--- src/rtl/tmds_encoder_if.sv ---
// Pixel-side bus of one TMDS channel encoder.
// There is no handshake on this bus: the encoder takes one input set and
// produces one symbol on every clk25 edge, so there are no valid/ready signals.
interface tmds_encoder_if #(
  parameter int CNT_WIDTH = 5
);
  logic                        de;
  logic [7:0]                  data;
  logic                        c0;
  logic                        c1;
  logic [9:0]                  symbol;
  logic signed [CNT_WIDTH-1:0] disparity;

  // Pixel source side: drives video/control and receives the encoded symbol.
  modport master (
    output de, data, c0, c1,
    input  symbol, disparity
  );

  // Encoder side.
  modport slave (
    input  de, data, c0, c1,
    output symbol, disparity
  );
endinterface

--- src/rtl/tmds_encoder.sv ---
// DVI TMDS 8b/10b encoder for one channel, with running DC-balance disparity.
// Three register ranks: input capture, transition-minimised q_m, output symbol.
// An input captured at edge N is visible on symbol/disparity after edge N+2.
module tmds_encoder #(
  parameter int         CNT_WIDTH    = 5,
  parameter logic [9:0] RESET_SYMBOL = 10'b1101010100
) (
  input logic           clk25,
  input logic           reset,
  tmds_encoder_if.slave bus
);

  localparam logic [CNT_WIDTH-1:0] C_TWO   = CNT_WIDTH'(2);
  localparam logic [CNT_WIDTH-1:0] C_EIGHT = CNT_WIDTH'(8);

  // Input capture rank
  logic                 r_de0;
  logic [7:0]           r_data0;
  logic [1:0]           r_ctl0;
  // Stage-1 rank
  logic                 r_de1;
  logic [1:0]           r_ctl1;
  logic [8:0]           r_qm;
  // Output rank
  logic [9:0]           r_symbol;
  logic [CNT_WIDTH-1:0] r_cnt;

  logic [3:0]           w_n1d;
  logic                 w_use_xnor;
  logic [8:0]           w_qm;
  logic [3:0]           w_n1;
  logic [CNT_WIDTH-1:0] w_bal;
  logic                 w_cnt_zero;
  logic                 w_cnt_neg;
  logic [9:0]           w_sym_next;
  logic [CNT_WIDTH-1:0] w_cnt_next;

  // Capture the pixel-side inputs; de and control travel with the data.
  always_ff @(posedge clk25) begin
    if (reset) begin
      r_de0   <= 1'b0;
      r_data0 <= '0;
      r_ctl0  <= 2'b00;
    end else begin
      r_de0   <= bus.de;
      r_data0 <= bus.data;
      r_ctl0  <= {bus.c1, bus.c0};
    end
  end

  // Stage 1: choose XOR or XNOR chaining to minimise transitions in q_m.
  always_comb begin
    w_n1d = '0;
    for (int i = 0; i < 8; i++) w_n1d = w_n1d + {3'b000, r_data0[i]};
    w_use_xnor = (w_n1d > 4'd4) || ((w_n1d == 4'd4) && !r_data0[0]);
    w_qm    = '0;
    w_qm[0] = r_data0[0];
    for (int i = 1; i < 8; i++) begin
      w_qm[i] = w_use_xnor ? ~(w_qm[i-1] ^ r_data0[i]) : (w_qm[i-1] ^ r_data0[i]);
    end
    w_qm[8] = ~w_use_xnor;
  end

  // Register stage-1 results alongside the delayed de and control bits.
  always_ff @(posedge clk25) begin
    if (reset) begin
      r_de1  <= 1'b0;
      r_ctl1 <= 2'b00;
      r_qm   <= '0;
    end else begin
      r_de1  <= r_de0;
      r_ctl1 <= r_ctl0;
      r_qm   <= w_qm;
    end
  end

  // Stage 2: pick the inversion that pulls the running disparity toward zero.
  always_comb begin
    w_n1 = '0;
    for (int i = 0; i < 8; i++) w_n1 = w_n1 + {3'b000, r_qm[i]};
    // n1 - n0 = 2*n1 - 8, kept as two's complement in CNT_WIDTH bits
    w_bal      = CNT_WIDTH'({w_n1, 1'b0}) - C_EIGHT;
    w_cnt_zero = (r_cnt == '0);
    w_cnt_neg  = r_cnt[CNT_WIDTH-1];
    w_sym_next = RESET_SYMBOL;
    w_cnt_next = '0;
    if (!r_de1) begin
      // Blanking: fixed control code, disparity restarts from zero.
      case (r_ctl1)
        2'b00:   w_sym_next = 10'b1101010100;
        2'b01:   w_sym_next = 10'b0010101011;
        2'b10:   w_sym_next = 10'b0101010100;
        default: w_sym_next = 10'b1010101011;
      endcase
      w_cnt_next = '0;
    end else if (w_cnt_zero || (w_n1 == 4'd4)) begin
      w_sym_next = {~r_qm[8], r_qm[8], r_qm[8] ? r_qm[7:0] : ~r_qm[7:0]};
      w_cnt_next = r_qm[8] ? (r_cnt + w_bal) : (r_cnt - w_bal);
    end else if ((!w_cnt_neg && (w_n1 > 4'd4)) || (w_cnt_neg && (w_n1 < 4'd4))) begin
      w_sym_next = {1'b1, r_qm[8], ~r_qm[7:0]};
      w_cnt_next = r_cnt + (r_qm[8] ? C_TWO : '0) - w_bal;
    end else begin
      w_sym_next = {1'b0, r_qm[8], r_qm[7:0]};
      w_cnt_next = r_cnt - (r_qm[8] ? '0 : C_TWO) + w_bal;
    end
  end

  // Output register: symbol and the disparity after that symbol.
  always_ff @(posedge clk25) begin
    if (reset) begin
      r_symbol <= RESET_SYMBOL;
      r_cnt    <= '0;
    end else begin
      r_symbol <= w_sym_next;
      r_cnt    <= w_cnt_next;
    end
  end

  assign bus.symbol    = r_symbol;
  assign bus.disparity = r_cnt;

endmodule

--- src/flat_wrapper.sv ---
// flat-port wrapper written by rule: the top's interface ports become plain ports
module tmds_encoder_flat 
#(
  parameter int         CNT_WIDTH    = 5,
  parameter logic [9:0] RESET_SYMBOL = 10'b1101010100
)
  (clk25, reset, bus_de, bus_data, bus_c0, bus_c1, bus_symbol, bus_disparity);
  tmds_encoder_if #(.CNT_WIDTH(CNT_WIDTH)) bus_i ();
  input logic clk25;
  input logic reset;
  input wire logic [$bits(bus_i.de)-1:0] bus_de;
  input wire logic [$bits(bus_i.data)-1:0] bus_data;
  input wire logic [$bits(bus_i.c0)-1:0] bus_c0;
  input wire logic [$bits(bus_i.c1)-1:0] bus_c1;
  output wire logic [$bits(bus_i.symbol)-1:0] bus_symbol;
  output wire logic [$bits(bus_i.disparity)-1:0] bus_disparity;
  assign bus_i.de = bus_de;
  assign bus_i.data = bus_data;
  assign bus_i.c0 = bus_c0;
  assign bus_i.c1 = bus_c1;
  assign bus_symbol = bus_i.symbol;
  assign bus_disparity = bus_i.disparity;
  tmds_encoder #(.CNT_WIDTH(CNT_WIDTH), .RESET_SYMBOL(RESET_SYMBOL)) u_core (.clk25(clk25), .reset(reset), .bus(bus_i));
endmodule
--- config.mk ---
export PLATFORM = sky130hd
export DESIGN_NAME = tmds_encoder_flat
export DESIGN_NICKNAME = d
export VERILOG_FILES = /design/src/rtl/tmds_encoder_if.sv /design/src/rtl/tmds_encoder.sv /design/src/flat_wrapper.sv
export SDC_FILE = /design/constraint.sdc
export NUM_CORES = 1
export LEC_CHECK = 0
export BUFFER_PORTS_ARGS = -buffer_cell sky130_fd_sc_hd__buf_4
export CAP_MARGIN = 15
export CORE_MARGIN = 10
export CORE_UTILIZATION = 35
export CTS_CLUSTER_DIAMETER = 120
export DETAILED_ROUTE_END_ITERATION = 6
export PLACE_DENSITY = 0.57
export SYNTH_ARGS = -nofsm -noshare
export SYNTH_HDL_FRONTEND = slang
export SYNTH_SLANG_ARGS = --single-unit
--- constraint.sdc ---
create_clock -name clk25 -period 5.04 [get_ports clk25]
set_input_delay 0.504 -clock clk25 [delete_from_list [all_inputs] [get_ports clk25]]
set_output_delay 0.504 -clock clk25 [all_outputs]
set_load 0.05 [all_outputs]
==> results of run 1 <==
[cell usage after synthesis, drive strengths merged (3+ instances only)]
library cell	n
nor3b	3
xnor3	3
clkbuf	3
buf	4
xnor2	18
nor2	10
fa	13
inv	32
ha	25
xor2	7
dfxtp	37
a21oi	19
o21ai	5
a21o	3
nor2b	20
[logic make-up after synthesis]
family,share of synthesized area
adders and majority gates,0.256
and+or+nand+nor,0.115
AOI/OAI and AO/OA,0.0851
buffers and inverters,0.0705
xor gates and xnor gates,0.132
muxes,0.00895
DFF,0.331
other,0.00168
[power by group]
part / internal, W / switching [W]
clock: 0.0000956 / 0.000102
sequential: 0.000322 / 0.0000251
combinational: 0.000417 / 0.000493
total: 0.000835 / 0.000620
[through the flow]
step / cell area [um2] / instances / total power (W) / hold WS, ns / utilization
5_1_grt: 2580 / 326 / 0.00161 / 0.423 / 0.411
4_1_cts: 2580 / 326 / 0.00148 / 0.410 / 0.411
6_report: 2580 / 326 / 0.00145 / 0.422 / 0.411
2_1_floorplan: 2240 / 222 / 0.00110 / 0.414 / -
3_5_place_dp: 2500 / 319 / 0.00128 / 0.420 / 0.398
3_3_place_gp: 2500 / 319 / 0.00126 / 0.422 / 0.398
[state kept, by name (all words and copies together), names as in the netlist]
name,cells
u_core.bus.disparity,4
u_core.r_data0,8
u_core.r_ctl0,2
u_core.bus.symbol,10
u_core.r_de1,1
u_core.r_de0,1
u_core.r_ctl1,2
u_core.r_qm,9
[path summary, 6_finish.rpt]
kind                               startpoint                                 end  slack (ns)  depth (start not counted)
hold / removal                    bus_data[1]        u_core.r_data0[1]$_SDFF_PP0_        0.42                          2
hold reg to reg   u_core.r_ctl0[0]$_SDFF_PP0_         u_core.r_ctl1[0]$_SDFF_PP0_        0.44                          1
setup reg to reg    u_core.r_qm[0]$_SDFF_PP0_  u_core.bus.disparity[4]$_SDFF_PP0_        0.64                         15
setup / recovery    u_core.r_qm[0]$_SDFF_PP0_  u_core.bus.disparity[4]$_SDFF_PP0_        0.64                         15
[critical path: cells and delay by family (launching register included)]
family          cells  cell delay [ns]
xor+xnor            1             0.32
buf+inv             1             0.05
flops               1             0.33
compound gates      4             0.63
fa+ha+maj           7             2.81
simple gates        2             0.13
[per-layer routing]
layer,share of wire,up-vias,wire length (um)
li1,-,753,-
met1,0.48,651,1860
met2,0.45,22,1730
met3,0.046,7,177
met4,0.019,0,72
met5,0,-,0
[cell type report]
cell class	instances	area, um2	area share
clock buffer	6	72.6	0.0281
clock inverter	1	8.76	0.00340
inverter	32	120	0.0466
multi-input combinational	146	1340	0.519
sequential	37	741	0.287
tap	77	96.3	0.0374
timing repair buffer	27	203	0.0786
==> impl_metrics.tcl, run 1 <==
set metrics [dict create \
    status "completed" \
    slowest_stage "fa_1" \
    grt_max_degree 29 \
    dominantRegCellSynth "dfxtp_1" \
    worstSkewPairLatency_ns 0.29 \
    clk_pin_slew_ns 0.07 \
    drtIter0Drc 22 \
    syn_to_final_growth_pct 15.3 \
    root_buffer "clkbuf_8" \
    tightest_slew_ns 0.649 \
    cp_slowest_stage_delay_ns 0.53 \
    syn_inst 222 \
    yosysUniqueCellTypes 35 \
    rsz0062_at_grt "false" \
    cp.required_ns 5.21 \
    path_common_cell "fa_1" \
    drcViolationCount 0 \
    viasPerCell 4.40 \
    leakage_nw 1.21 \
    grt.met2_usage 0.127 \
    synth-seq-cells 37 \
    hold_viol 0 \
    die_area_um2 9990 \
    ctsLongestPathBuffers 2 \
    setup_ws_ns 0.644 \
    antenna_found_initial 0 \
    use_met1 0.102 \
    worstSetupPathType "flip-flop to flip-flop" \
    clock_sinks 37 \
    vias 1433 \
    synth-edff-count 0 \
    rows 29 \
    path_max_fanout 5 \
    synth_top_cell_by_area "dfxtp_1" \
    cts_resized 0 \
    yosys.area.top_type_share 0.331 \
    drv_slew 0 \
    finalWirelength_um 3840 \
    syn_nets 273 \
    power_density_nw_per_um2 564 \
    skew_ns 0.00243 \
    hpwl_um 3080 \
    fillCellCount 627 \
    vdd_ir_drop_max_v 0.000343 \
    use_met3 0.0275 \
    cts_hold_buf 0 \
    first_pass_iters 2 \
    synth_seq_area_share 0.331 \
    relSlewSlack 0.567 \
    hp-class "input pin to flip-flop" \
    fin_crit_sh 0.872 \
    avgSynthCellArea_um2 10.1 \
    busiest_layer "met2" \
    grt_overflow_total 0 \
    cts_setup_buffers 0 \
    wl_per_cell_um 11.8 \
    start_kind "flip-flop" \
    gp_congestion 0.821 \
    postRouteAntennaNets 0 \
    critical_path.cell_chain "ha_1, inv_1, fa_1, fa_1, fa_1, fa_1, ha_1, nor2_1, a21oi_1, ha_1, a21o_1, a21oi_1, xnor3_1, nand3b_1, o211ai_1" \
    fmax_mhz 227 \
    io_buffers 26 \
    design.core.area_um2 6280 \
    antenna_cells 0 \
    grt_pass1_wl_um 6670 \
    yosysWarnings 0 \
    yosys-top-cells-area "dfxtp_1 33%, ha_1 14%, fa_1 12%, xnor2_1 6.7%, inv_1 5.4%" \
    final-setup-viol-count 0 \
    first_global_vias 1452 \
    grtUsageTotal 0.0824 \
    final_common_cell "dfxtp_1" \
    die_h_um 99.9 \
    die_width_um 99.9 \
    layout_common_cells "37 x dfxtp_1, 32 x inv_1, 27 x buf_4, 25 x ha_1, 19 x nor2b_1" \
    nets 300 \
    initial_utilization 0.356 \
    arrival_ns 4.57 \
    netlist_area_um2 2240 \
    dp_slack_ns 0.621 \
    cts_tree "done" \
    finalSetupTns_ns 0 \
    drive_gt1_frac 0.157 \
    htree_levels 2 \
    num_io_pins 28 \
    fin_crit_ns 4.40 \
    async_reset_ff_frac 0 \
    cap_violations 0 \
    end_kind "flip-flop" \
    cts_made_buffers 5 \
]
Power figures use the tool's default switching activity.
==> run 2: changes to the inputs <==
- PLACE_DENSITY: 0.57 -> 0.59
- clock period: 5.04 -> 3.8 ns (I/O delays scaled with it)
==> run 2 against run 1 <==
Compared with the run above: the run now ends with negative setup slack left; clock-buffer cell count stayed put; sequential share of layout area is 2.8 points lower; total power is 61% higher; critical path type unchanged; critical endpoint unchanged.
==> impl_metrics.tcl, run 2 (synthesis results as in run 1) <==
set metrics [dict create \
    end_kind "flip-flop" \
    grt_max_degree 29 \
    relSlewSlack 0.578 \
    skew_ns 0.00563 \
    placed_area_um2 2660 \
    rows 29 \
    start_kind "flip-flop" \
    cp.required_ns 3.98 \
    grt_overflow_total 0 \
    cap_violations 0 \
    fin_crit_ns 3.92 \
    final_common_cell "buf_4" \
    first_global_vias 1581 \
    design.core.area_um2 6280 \
    status "finished with violations" \
    worstSetupPathType "flip-flop to flip-flop" \
    path_max_fanout 4 \
    r2r_cells 15 \
    r2r-start "u_core.r_qm[1]$_SDFF_PP0_" \
    num_io_pins 28 \
    grt_pass1_wl_um 6950 \
    syn_to_final_growth_pct 28.3 \
    antenna_cells 0 \
    fillCellCount 582 \
    nets 319 \
    whs_endpoint "u_core.r_data0[4]$_SDFF_PP0_" \
    drcViolationCount 0 \
    finalInstanceArea_um2 2870 \
    fin_crit_sh 1.03 \
    leakage_nw 1.32 \
    cts_hold_buf 0 \
    rsz0062_at_grt "true" \
    gp_congestion 0.770 \
    whs_path_depth 2 \
    grtUsageTotal 0.0852 \
    drtIter0Drc 51 \
    die_h_um 99.9 \
    cts_made_buffers 5 \
    root_buffer "clkbuf_8" \
    vias 1514 \
    postRouteAntennaNets 0 \
    ctsLongestPathBuffers 2 \
    layout_common_cells "43 x buf_4, 35 x dfxtp_1, 30 x inv_1, 21 x ha_1, 19 x nor2b_1" \
    hp-class "input pin to flip-flop" \
    drive_gt1_frac 0.301 \
    worstSkewPairLatency_ns 0.29 \
    drv_slew 0 \
    die_width_um 99.9 \
    fin_util 0.457 \
    initial_utilization 0.356 \
    wl_per_cell_um 12.0 \
    tightest_slew_ns 0.627 \
    min_from "bus_data[4]" \
    arrival_ns 4.10 \
    largest_reg_flops 10 \
    viasPerCell 4.38 \
    power.total_w 0.00235 \
    first_pass_iters 3 \
    hpwl_um 3270 \
    clock_sinks 37 \
    setup_ws_ns -0.123 \
    cts_tree "done" \
    io_buffers 26 \
    final-setup-viol-count 2 \
    clk_pin_slew_ns 0.08 \
    dp_slack_ns -0.236 \
    power_density_nw_per_um2 818 \
    ff2ff_setup_slack_ns -0.12 \
    reg2reg_to "u_core.bus.disparity[4]$_SDFF_PP0_" \
    htree_levels 2 \
    antenna_found_initial 0 \
    hold_viol 0 \
    vdd_ir_drop_max_v 0.000572 \
    violations "negative setup slack" \
    fmax_mhz 255 \
    die_area_um2 9990 \
    hold_slack_ns 0.292 \
    finalWirelength_um 4160 \
]
[run 2: cell types whose count changed in the layout (fill, tap and decap cells not counted), moves of 3 or more]
| cell | change |
|---|---|
| a21oi_1 | -3 |
| buf_4 | +16 |
| fa_1 | -3 |
| o21ai_0 | -3 |
| o21ai_1 | +3 |
| ha_1 | -4 |
| a21oi_2 | +3 |
| fa_2 | +3 |
[run 2: where the power goes]
group | switching (W) | internal [W] | total, W
Combinational | 0.000769 | 0.000823 | 0.00159
Clock | 0.000147 | 0.000147 | 0.000294
Sequential | 0.0000336 | 0.000427 | 0.000461
Total | 0.000949 | 0.00140 | 0.00235
[run 2: worst max path at each step]
stage / startpoint / end / slack (ns) / cells past startpoint
global placement: u_core.r_qm[0]$_SDFF_PP0_ / u_core.bus.disparity[3]$_SDFF_PP0_ / -0.19 / 14
global route: u_core.r_qm[1]$_SDFF_PP0_ / u_core.bus.disparity[4]$_SDFF_PP0_ / -0.29 / 15
floorplan: u_core.r_qm[0]$_SDFF_PP0_ / u_core.bus.disparity[4]$_SDFF_PP0_ / -0.12 / 15
detailed placement: u_core.r_qm[1]$_SDFF_PP0_ / u_core.bus.disparity[4]$_SDFF_PP0_ / -0.24 / 15
finish: u_core.r_qm[1]$_SDFF_PP0_ / u_core.bus.disparity[4]$_SDFF_PP0_ / -0.12 / 15
CTS: u_core.r_qm[1]$_SDFF_PP0_ / u_core.bus.disparity[4]$_SDFF_PP0_ / -0.12 / 15
[run 2: cell type report]
| class | instances | area, um2 | share of cell area |
|---|---|---|---|
| multi-input combinational | 146 | 1450 | 0.505 |
| sequential | 37 | 743 | 0.259 |
| timing repair buffer | 46 | 365 | 0.127 |
| inverter | 32 | 120 | 0.0419 |
| tap | 77 | 96.3 | 0.0336 |
| clock buffer | 6 | 82.6 | 0.0288 |
| clock inverter | 2 | 13.8 | 0.00480 |
[run 2: stage by stage]
step / TNS (ns) / std cells
2_1_floorplan: -0.124 / 222
3_3_place_gp: -1.00 / 334
3_5_place_dp: -1.63 / 334
4_1_cts: -0.152 / 344
5_1_grt: -1.68 / 346
6_report: -0.124 / 346
[run 2: worst max-delay path: stages, from the launching register on]
cell and delay [ns]:
dfxtp_2 0.34, ha_4 0.26, inv_2 0.03, fa_1 0.49
fa_1 0.43, fa_2 0.37, fa_2 0.60, ha_4 0.22
nor2_4 0.07, a21oi_2 0.04, ha_1 0.29, a21o_1 0.17
a21oi_2 0.12, xnor3_1 0.21, nand3b_1 0.10, o211ai_1 0.08
[run 2: repair_timing]
action                     4_1_cts  5_1_grt
resized for setup                8       16
buffers inserted                 2        1
cloned                           0        1
setup endpoints to repair       13       17
pin swaps                        5        4
[run 2: routing by layer]
metal / GRT usage / vias up / routed length, um
met2: 0.137 / 25 / 1870
met3: 0.0282 / 9 / 190
li1: - / 797 / -
met1: 0.101 / 683 / 2020
met5: 0 / - / 0
met4: 0.0386 / 0 / 88
